<file path="config.mk">
export PLATFORM = sky130hd
export DESIGN_NAME = pixel_write_sink
export DESIGN_NICKNAME = d
export VERILOG_FILES = /design/src/rtl/pixel_write_sink.sv
export SDC_FILE = /design/constraint.sdc
export NUM_CORES = 1
export LEC_CHECK = 0
export CAP_MARGIN = 20
export CORE_MARGIN = 5
export CORE_UTILIZATION = 53
export CTS_CLUSTER_SIZE = 20
export DETAILED_ROUTE_END_ITERATION = 6
export PLACE_DENSITY = 0.8
export SYNTH_ARGS = -nofsm -noshare
export SYNTH_HDL_FRONTEND = slang
export SYNTH_SLANG_ARGS = --single-unit
</file>
<file path="constraint.sdc">
create_clock -name clk -period 2.94 [get_ports clk]
set_input_delay 0.882 -clock clk [delete_from_list [all_inputs] [get_ports clk]]
set_output_delay 0.882 -clock clk [all_outputs]
set_load 0.005 [all_outputs]
</file>
<file path="src/rtl/pixel_write_sink.sv">
// Plot-stream sink: FIFO-buffers pixel requests, clips off-screen ones and
// drives the framebuffer write port with a grant/stall handshake.
module pixel_write_sink #(
    parameter int DEPTH    = 8,
    parameter int SCREEN_W = 160,
    parameter int SCREEN_H = 120,
    parameter int COLOUR_W = 9
) (
    input  logic                       clk,
    input  logic                       resetn,
    input  logic                       in_plot,
    input  logic [14:0]                in_coordinates,
    input  logic [COLOUR_W-1:0]        in_colour,
    output logic                       in_ready,
    output logic                       fb_we,
    output logic [14:0]                fb_addr,
    output logic [COLOUR_W-1:0]        fb_data,
    input  logic                       fb_grant,
    output logic [$clog2(DEPTH):0]     fifo_count,
    output logic [7:0]                 dropped_count,
    output logic                       idle
);

    localparam int AW = $clog2(DEPTH);
    localparam int CW = AW + 1;
    localparam int EW = 15 + COLOUR_W;
    localparam logic [CW-1:0] FULL = CW'(DEPTH);

    logic [EW-1:0]       r_mem [DEPTH];
    logic [AW-1:0]       r_wptr;
    logic [AW-1:0]       r_rptr;
    logic [CW-1:0]       r_count;
    logic                r_we;
    logic [14:0]         r_addr;
    logic [COLOUR_W-1:0] r_data;
    logic [7:0]          r_dropped;

    logic [7:0]          w_x;
    logic [6:0]          w_y;
    logic [14:0]         w_addr;
    logic                w_accept;
    logic                w_legal;
    logic                w_push;
    logic                w_drop;
    logic                w_load;
    logic                w_empty;
    logic                w_pop;
    logic [EW-1:0]       w_head;

    assign w_x = in_coordinates[14:7];
    assign w_y = in_coordinates[6:0];

    // Shift-add form avoids a multiplier for the default 160-wide screen
    generate
        if (SCREEN_W == 160) begin : g_addr_fast
            assign w_addr = ({8'd0, w_y} << 7) + ({8'd0, w_y} << 5)
                          + {7'd0, w_x};
        end else begin : g_addr_gen
            assign w_addr = 15'(w_y) * 15'(SCREEN_W) + 15'(w_x);
        end
    endgenerate

    assign in_ready = (r_count != FULL);
    assign w_accept = in_plot && in_ready;
    assign w_legal  = (32'(w_x) < SCREEN_W) && (32'(w_y) < SCREEN_H);
    assign w_push   = w_accept && w_legal;
    assign w_drop   = w_accept && !w_legal;

    assign w_empty  = (r_count == '0);
    assign w_load   = !r_we || fb_grant;
    assign w_pop    = w_load && !w_empty;
    assign w_head   = r_mem[r_rptr];

    always_ff @(posedge clk) begin
        if (w_push) begin
            r_mem[r_wptr] <= {w_addr, in_colour};
        end
    end

    always_ff @(posedge clk or negedge resetn) begin
        if (!resetn) begin
            r_wptr  <= '0;
            r_rptr  <= '0;
            r_count <= '0;
        end else begin
            if (w_push) begin
                r_wptr <= r_wptr + AW'(1);
            end
            if (w_pop) begin
                r_rptr <= r_rptr + AW'(1);
            end
            if (w_push && !w_pop) begin
                r_count <= r_count + CW'(1);
            end else if (w_pop && !w_push) begin
                r_count <= r_count - CW'(1);
            end
        end
    end

    // Output register holds still while the framebuffer stalls
    always_ff @(posedge clk or negedge resetn) begin
        if (!resetn) begin
            r_we   <= 1'b0;
            r_addr <= '0;
            r_data <= '0;
        end else if (w_load) begin
            r_we <= !w_empty;
            if (!w_empty) begin
                r_addr <= w_head[EW-1:COLOUR_W];
                r_data <= w_head[COLOUR_W-1:0];
            end
        end
    end

    always_ff @(posedge clk or negedge resetn) begin
        if (!resetn) begin
            r_dropped <= '0;
        end else if (w_drop && (r_dropped != 8'hFF)) begin
            r_dropped <= r_dropped + 8'd1;
        end
    end

    assign fb_we         = r_we;
    assign fb_addr       = r_addr;
    assign fb_data       = r_data;
    assign fifo_count    = r_count;
    assign dropped_count = r_dropped;
    assign idle          = w_empty && !r_we;

endmodule

</file>
==> results of run 1 <==
[sequential cells by signal, summed over array words and instances, names as in the netlist]
| register | flops |
|---|---|
| r_mem | 192 |
| fb_addr | 15 |
| fb_data | 9 |
| dropped_count | 8 |
| fifo_count | 4 |
| r_rptr | 3 |
| r_wptr | 3 |
| fb_we | 1 |
[worst max path at each step]
| stage | from | end | slack (ps) | cells past startpoint |
|---|---|---|---|---|
| global route | in_coordinates[0] | r_mem[2][20]$_DFFE_PP_ | -9 | 9 |
| global placement | in_coordinates[0] | r_mem[4][23]$_DFFE_PP_ | -520 | 9 |
| floorplan | in_coordinates[3] | r_mem[2][0]$_DFFE_PP_ | -60 | 5 |
| finish | in_coordinates[0] | r_mem[4][23]$_DFFE_PP_ | 40 | 9 |
| CTS | in_coordinates[2] | r_mem[0][20]$_DFFE_PP_ | 5 | 9 |
| detailed placement | in_coordinates[2] | r_mem[0][21]$_DFFE_PP_ | -610 | 9 |
[metal layers]
| layer | vias to the layer above | global-route usage, % | wire, um |
|---|---|---|---|
| li1 | 2254 | - | - |
| met1 | 2616 | 26.4 | 7890 |
| met2 | 186 | 34.6 | 10100 |
| met3 | 31 | 2.76 | 1000 |
| met4 | 0 | 4.01 | 328 |
| met5 | - | 0 | 0 |
[power groups by stage]
stage	Sequential, mW	Combinational, mW	Clock (mW)
6_report	4.66	3.23	2.88
5_1_grt	4.73	3.53	3.08
4_1_cts	4.66	3.27	2.93
3_5_place_dp	4.74	3.17	0
3_3_place_gp	4.70	3.06	0
2_1_floorplan	4.53	2.04	0
[synthesized netlist by cell type, drive strengths merged (8+ instances only)]
master,n
ha,19
xnor2,8
a21oi,29
nand2,11
o21ai,8
mux2i,25
inv,9
mux4,48
dfrtp,43
buf,14
xor2,10
nor2,35
edfxtp,192
[kinds of logic (layout without fill, tap and decap cells)]
kind of cell	Yosys count	in the layout	share of synthesized area, %
adder cells (fa/ha/maj)	22	22	3.15
multiplexers	77	77	14.6
buffers and inverters	30	172	1.56
AND/OR/NAND/NOR	71	71	3.51
flip-flops	235	235	72.4
AO/OA/AOI/OAI	52	52	3.15
XOR/XNOR	18	18	1.67
[per-stage QoR]
step           util, %  setup WS (ps)  TNS, ps  instance area (um2)
2_1_floorplan        -          -62.5    -8300                 9470
3_3_place_gp      62.0           -522   -25200                10800
3_5_place_dp      62.0           -612   -40690                10800
4_1_cts           66.7           5.21        0                11600
5_1_grt           66.9          -9.44    -74.0                11700
6_report          66.9           42.1        0                11700
[what timing repair did]
item,CTS,global route
endpoints found under the setup margin,41,48
buffers inserted,4,0
pin swaps,0,7
gates resized for setup,11,8
hold buffers,0,0
[layout make-up]
cell class	count	area [um2]	area share [%]
well taps	225	282	2.41
repair buffers	122	1150	9.89
inverters	9	33.8	0.290
flip-flops and latches	235	6850	58.7
multi-input cells	240	2590	22.2
clock buffers	27	631	5.41
clock inverters	14	124	1.06
==> qor.csv, run 1 <==
stage,metric,value,unit
critical_path,cpLargestDelayFamily,adder cells,
drt,remaining_drc_errors,0,
yosys,syn_avg_cell_area,18.7,um2
yosys,async_reset_ff_share,18.3,%
critical_path,crit_required,3180,ps
critical_path,cpMostUsedCell,inv_1,
critical_path,crit_buf_inv,3,
die,fp.dieW,144,um
drt,drt_iter0_markers,398,
hold_path,hp-class,primary input to asynchronous set/reset pin,
place,portBuffers,66,
drt,viasPerCell,5.83,
sta,worst_slew_margin_rel,60.3,%
yosys,synth.distinct_cells,39,
clock_tree,cts_made_buffers,23,
global_route,gr-usage-all-layers,19.6,%
power_and_ir_drop,clkPwrFrac,26.7,%
drt,postRouteAntennaNets,0,
yosys,synth_edf_count,192,
place,placedCellCount,827,
yosys,yosysTopAreaCell,edfxtp_1,
yosys,synth_seq_area_share,72.4,%
sta,max_clock_freq,0.345,GHz
power_and_ir_drop,power,10.8,mW
critical_path,worst_path_largest_cell_delay,530,ps
die,core_area,17400,um2
drt,vias,5087,
yosys,synthCells,505,
yosys,syn-cell-area,9450,um2
power_and_ir_drop,leakage,4.20,nW
flow_run,max_cap_viol_count,0,
clock_tree,clk_latency,500,ps
clock_tree,cts_tree,built,
final_layout,diodes,0,
critical_path,end_kind,flip-flop,
critical_path,critPathKind,primary input to flip-flop,
clock_tree,clock_path_buffers,3,
yosys,netlist_top_cells_area,"edfxtp_1 61%, mux4_2 11%, dfrtp_1 11%",
sta,hold_viol,0,
drt,wl_per_cell,22.1,um
power_and_ir_drop,power_frac_seq,43.3,%
critical_path,crit_arrival,3140,ps
place,hpwl,12300,um
critical_path,rrSetupSlack,280,ps
sta,clock_skew,11.0,ps
final_layout,drive_gt1_share,27.0,%
run_status,status,"finished, final reports clean",
yosys,synth-warning-count,0,
final_layout,stdcell_count,872,
power_and_ir_drop,power_frac_comb,30.0,%
final_layout,final_common_cell,edfxtp_1,
critical_path,crit_slowest_cell,fa_1,
final_layout,n_fill_cell,1120,
critical_path,cp_max_fo,8,
power_and_ir_drop,power.internal,7.65,mW
sta,holdWs,379,ps
die,num_io_pins,67,
drt,dr.pass1.iters,4,
yosys,synth-main-ff-cell,edfxtp_1,
clock_tree,cts.sinks,235,
power_and_ir_drop,p_sw_share,29.0,%
yosys,synth_top_area_share,61.0,%
critical_path,reg2regPathDepth,9,
power_and_ir_drop,vdd_drop_max,0.533,mV
critical_path,worstSetupStartpointType,primary input,
critical_path,r2r_end,fifo_count[3]$_DFFE_PN0P_,
power_and_ir_drop,p_per_area,924,nW/um2
final_layout,layout_common_cells,"192 x edfxtp_1, 63 x clkdlybuf4s50_1, 50 x buf_4, 48 x mux4_2, 40 x dfrtp_1",
sta,min_period,2900,ps
sta,grt_setup_unrepaired,yes,
global_route,grt_pass1_wl,30900,um
global_route,grt_max_degree,52,
die,num_rows,48,
critical_path,path_cells,clkdlybuf4s50_1 -> inv_1 -> fa_1 -> inv_1 -> fa_2 -> a211oi_2 -> o21ai_1 -> nor2b_4 -> o21a_4,
sta,setup-violations-final,0,
sta,worst_slew_pin_slew,596,ps
global_route,antenna_found_initial,0,
critical_path,timing.rr.start,fifo_count[3]$_DFFE_PN0P_,
clock_tree,htreeDepth,1,
final_layout,nets,681,
sta,finalCritPeriodShare,98.6,%
global_route,grt-ovfl-total,0,
clock_tree,cts_root_buf,clkbuf_16,
power_and_ir_drop,p_switching,3.12,mW
sta,slew_violations,0,
die,initial_utilization,54.3,%
place,place_congestion,0.863,
drt,wl,19300,um
global_route,grt_pass1_vias,5554,
die,die_h,144,um
yosys,ys_seq_elements,235,
clock_tree,clk_pin_slew,70,ps
final_layout,syn_to_final_growth,23.3,%
yosys,synth_nets,555,
die,die_area,20600,um2
Note: power is estimated with default switching activity, not from simulation.
==> run 2: changes to the inputs <==
Settings changed: CORE_UTILIZATION 53 to 63, CTS_CLUSTER_DIAMETER from default to 30, PLACE_DENSITY 0.8 to 0.89.
Clock period 2.94 ns to 3.7 ns, I/O delays scaled along.
==> qor.csv, run 2 (synthesis gave the netlist of run 1 again) <==
stage,metric,value,unit
sta,max_clock_freq,0.281,GHz
sta,min_period,3560,ps
power_and_ir_drop,power,9.71,mW
final_layout,diodes,0,
die,num_io_pins,67,
die,fp.dieW,133,um
final_layout,layout_common_cells,"192 x edfxtp_1, 65 x clkdlybuf4s50_1, 48 x mux4_2, 41 x dfrtp_1, 38 x clkbuf_16",
die,die_area,17600,um2
critical_path,cp_max_fo,8,
critical_path,crit_slowest_cell,fa_1,
drt,viasPerCell,6.31,
sta,worst_slew_margin_rel,51.8,%
drt,wl_per_cell,24.7,um
die,die_h,133,um
sta,setup-violations-final,0,
place,place_congestion,0.848,
critical_path,worstSetupStartpointType,primary input,
critical_path,crit_required,3940,ps
clock_tree,cts_setup_buffers,0,
clock_tree,clock_path_buffers,3,
clock_tree,htreeDepth,2,
power_and_ir_drop,p_per_area,819,nW/um2
clock_tree,ctsResizeCount,0,
clock_tree,clk_latency,510,ps
global_route,grt_pass1_vias,5783,
hold_path,hp-class,flip-flop to flip-flop,
final_layout,final_common_cell,edfxtp_1,
drt,wl,20700,um
critical_path,critPathKind,primary input to flip-flop,
global_route,grt-ovfl-total,0,
sta,worst_slew_pin_slew,718,ps
clock_tree,cts_made_buffers,38,
final_layout,stdcell_area,11900,um2
place,placed_cell_area,10600,um2
place,hpwl,12100,um
sta,finalCritPeriodShare,96.2,%
critical_path,path_cells,clkdlybuf4s50_1 -> inv_1 -> fa_1 -> inv_1 -> fa_1 -> a211oi_1 -> o21ai_0 -> nor2b_1 -> nor2_1,
final_layout,drive_gt1_share,24.9,%
global_route,grt_pass1_wl,32700,um
die,num_rows,44,
sta,grt_setup_unrepaired,no,
drt,drt_iter0_markers,484,
drt,vias,5290,
critical_path,crit_arrival,3800,ps
sta,hold_viol,0,
clock_tree,cts_root_buf,clkbuf_16,
die,initial_utilization,64.6,%
die,core_area,14600,um2
clock_tree,cts.sinks,235,
flow_run,max_cap_viol_count,0,
clock_tree,clk_pin_slew,50,ps
sta,slew_violations,0,
power_and_ir_drop,vdd_drop_max,0.573,mV
final_layout,syn_to_final_growth,25.4,%
final_layout,largest_reg_flops,192,
final_layout,nets,674,
power_and_ir_drop,leakage,4.29,nW
drt,remaining_drc_errors,0,
global_route,antenna_found_initial,0,
sta,clock_skew,25.7,ps
global_route,gr-usage-all-layers,24.5,%
run_status,status,"finished, final reports clean",
critical_path,worst_path_largest_cell_delay,520,ps
clock_tree,cts_tree,built,
drt,dr.pass1.iters,5,
clock_tree,cts_hold_buf,0,
critical_path,end_kind,flip-flop,
drt,postRouteAntennaNets,0,
final_layout,top_register,r_mem,
place,portBuffers,66,
global_route,grt_max_degree,52,
-- run 2: final timing paths --
kind | endpoint | from | slack [ps] | depth (start not counted)
max | r_mem[6][21]$_DFFE_PP_ | in_coordinates[0] | 140 | 9
min | dropped_count[7]$_DFFE_PN0P_ | dropped_count[7]$_DFFE_PN0P_ | 490 | 1
max reg2reg | fifo_count[3]$_DFFE_PN0P_ | fifo_count[3]$_DFFE_PN0P_ | 730 | 9
min reg2reg | dropped_count[7]$_DFFE_PN0P_ | dropped_count[7]$_DFFE_PN0P_ | 490 | 1
max in group asynchronous | dropped_count[5]$_DFFE_PN0P_ | resetn | 2290 | 2
min in group asynchronous | fb_data[6]$_DFFE_PN0P_ | resetn | 630 | 1
-- run 2: layout make-up --
class	count	area, um2
flip-flops and latches	235	6840
fillers	669	2790
multi-input cells	240	2510
clock buffers	44	993
repair buffers	100	961
clock inverters	26	282
well taps	184	230
inverters	9	33.8
-- run 2: power breakdown --
part           total [mW]  switching, mW  internal, mW
clock network        3.47           1.24          2.23
registers            3.77          0.420          3.35
logic                2.47           1.12          1.35
-- run 2: through the flow --
step / util, % / setup slack [ps] / setup TNS [ps] / hold WS, ps / std cells
global route: 81.0 / 24.3 / 0 / 524 / 838
finish: 81.0 / 140 / 0 / 492 / 838
detailed placement: 72.3 / -164 / -2530 / 480 / 768
CTS: 81.0 / 219 / 0 / 492 / 838
floorplan: - / 469 / 0 / 480 / 505
global placement: 72.1 / -24.9 / -369 / 488 / 767
-- run 2: metal layers --
metal | wire length, um | vias to the layer above | GRT usage (%)
met4 | 511 | 0 | 8.49
li1 | - | 2253 | -
met3 | 1380 | 39 | 5.01
met5 | 0 | - | 0
met2 | 10900 | 263 | 41.6
met1 | 7880 | 2735 | 32.0
-- run 2: worst max-delay path, delay by kind of cell --
| family | cells | cell delay [ps] |
|---|---|---|
| adder cells (fa/ha/maj) | 2 | 960 |
| AO/OA/AOI/OAI | 2 | 530 |
| buffers and inverters | 3 | 610 |
| AND/OR/NAND/NOR | 2 | 590 |
==> run 3: changes to the inputs <==
Settings changed: CORE_UTILIZATION 63 to 58, CTS_CLUSTER_SIZE 20 to default, PLACE_DENSITY 0.89 to 0.83.
Clock period 3.7 ns to 4 ns, I/O delays scaled along.
==> qor.csv, run 3 (synthesis gave the netlist of run 1 again) <==
stage,metric,value,unit
clock_tree,cts_setup_buffers,0,
sta,hold_viol,0,
final_layout,final_common_cell,edfxtp_1,
sta,grt_setup_unrepaired,no,
final_layout,largest_reg_flops,192,
clock_tree,cts.sinks,235,
drt,remaining_drc_errors,0,
final_layout,drive_gt1_share,24.6,%
final_layout,nets,663,
sta,worst_slew_pin_slew,861,ps
die,fp.dieW,138,um
power_and_ir_drop,vdd_drop_max,0.484,mV
clock_tree,htreeDepth,2,
critical_path,cpMostUsedCell,ha_1,
power_and_ir_drop,leakage,4.24,nW
sta,fin_ws,412,ps
global_route,grt-ovfl-total,0,
sta,min_period,3590,ps
die,die_h,138,um
power_and_ir_drop,p_per_area,761,nW/um2
drt,postRouteAntennaNets,0,
sta,holdWs,497,ps
critical_path,path_cells,clkdlybuf4s50_1 -> and4_1 -> and4b_1 -> ha_1 -> inv_1 -> ha_1 -> a21o_1 -> a2111oi_0 -> o31ai_1,
die,num_rows,46,
place,hpwl,10900,um
clock_tree,cts_tree,built,
die,core_area,15900,um2
drt,dr.pass1.iters,4,
drt,drt_iter0_markers,333,
critical_path,cp_max_fo,6,
sta,worst_slew_margin_rel,42.6,%
die,num_io_pins,67,
drt,vias,5072,
final_layout,stdcell_count,859,
global_route,grt_max_degree,52,
sta,max_clock_freq,0.279,GHz
final_layout,n_fill_cell,925,
die,die_area,19000,um2
final_layout,diodes,0,
sta,clock_skew,20.9,ps
clock_tree,cts_hold_buf,0,
final_layout,layout_common_cells,"192 x edfxtp_1, 65 x clkdlybuf4s50_1, 48 x mux4_2, 41 x dfrtp_1, 40 x clkbuf_16",
place,place_congestion,0.778,
hold_path,hp-class,flip-flop to flip-flop,
final_layout,top_register,r_mem,
global_route,grt_pass1_wl,30200,um
clock_tree,clk_pin_slew,60,ps
final_layout,multi_input_area,2500,um2
critical_path,critPathKind,primary input to flip-flop,
critical_path,crit_slowest_cell,a2111oi_0,
global_route,antenna_found_initial,0,
critical_path,worstSetupStartpointType,primary input,
final_layout,seq_area,6840,um2
clock_tree,clk_latency,520,ps
clock_tree,cts_root_buf,clkbuf_16,
final_layout,syn_to_final_growth,25.2,%
clock_tree,ctsResizeCount,0,
die,initial_utilization,59.3,%
sta,finalCritPeriodShare,89.7,%
drt,wl,19400,um
critical_path,worst_path_largest_cell_delay,530,ps
sta,setup-violations-final,0,
critical_path,crit_required,4370,ps
flow_run,max_cap_viol_count,0,
run_status,status,"finished, final reports clean",
place,pre_cts_ws,-142,ps
drt,viasPerCell,5.90,
global_route,gr-usage-all-layers,21.7,%
critical_path,end_kind,flip-flop,
sta,slew_violations,0,
critical_path,crit_arrival,3960,ps
place,placedCellCount,788,
clock_tree,clock_path_buffers,3,
place,portBuffers,66,
global_route,grt_pass1_vias,5443,
drt,wl_per_cell,22.6,um
clock_tree,cts_made_buffers,39,
run 3: cell count changes in the layout (fill, tap and decap cells not counted), sizes merged:
cell,delta
buf,-12
bufinv,-1
clkbuf,-4
clkinv,-1
clkinvlp,+2
inv,+5
run 3: metrics by stage:
step / TNS [ps] / utilization, % / cell area (um2) / power [mW]
final: 0 / 74.3 / 11800 / 9.01
after global routing: 0 / 74.3 / 11800 / 9.43
after CTS: 0 / 74.3 / 11800 / 9.09
after detailed placement: -294 / 65.8 / 10500 / 5.68
after global placement: 0 / 65.8 / 10500 / 5.57
after floorplan: 0 / - / 9450 / 4.83
run 3: path summary, 6_finish.rpt:
| kind | from | endpoint | slack [ps] | cells after the start |
|---|---|---|---|---|
| min reg2reg | dropped_count[7]$_DFFE_PN0P_ | dropped_count[7]$_DFFE_PN0P_ | 500 | 1 |
| min in group asynchronous | resetn | fb_addr[0]$_DFFE_PN0P_ | 720 | 1 |
| min | dropped_count[7]$_DFFE_PN0P_ | dropped_count[7]$_DFFE_PN0P_ | 500 | 1 |
| max | in_coordinates[6] | fifo_count[3]$_DFFE_PN0P_ | 410 | 9 |
| max reg2reg | fifo_count[1]$_DFFE_PN0P_ | fifo_count[3]$_DFFE_PN0P_ | 880 | 8 |
| max in group asynchronous | resetn | dropped_count[5]$_DFFE_PN0P_ | 2530 | 2 |
run 3: worst max-delay path: cells and delay by family:
family / cells / cell delay [ps]
simple gates: 2 / 660
buf+inv: 2 / 620
compound gates: 3 / 900
fa+ha+maj: 2 / 560
run 3: power by group:
group | internal [mW] | leakage [nW] | switching, mW
Sequential | 3.10 | 2.23 | 0.394
Combinational | 1.21 | 1.36 | 0.961
Clock | 2.09 | 0.649 | 1.25
Total | 6.40 | 4.24 | 2.61
run 3: per-layer routing:
layer / vias to the layer above / global-route usage [%] / share of wire, %
met2: 166 / 36.7 / 52
met3: 33 / 3.62 / 4.2
met5: - / 0 / 0
li1: 2241 / - / -
met4: 0 / 7.48 / 2.2
met1: 2632 / 28.9 / 41
run 3: area by class of cell:
cell class	instances	area share, %
inverters	9	0.285
clock inverters	31	2.99
clock buffers	40	8.46
flip-flops and latches	235	57.8
well taps	216	2.28
repair buffers	88	7.04
multi-input cells	240	21.1
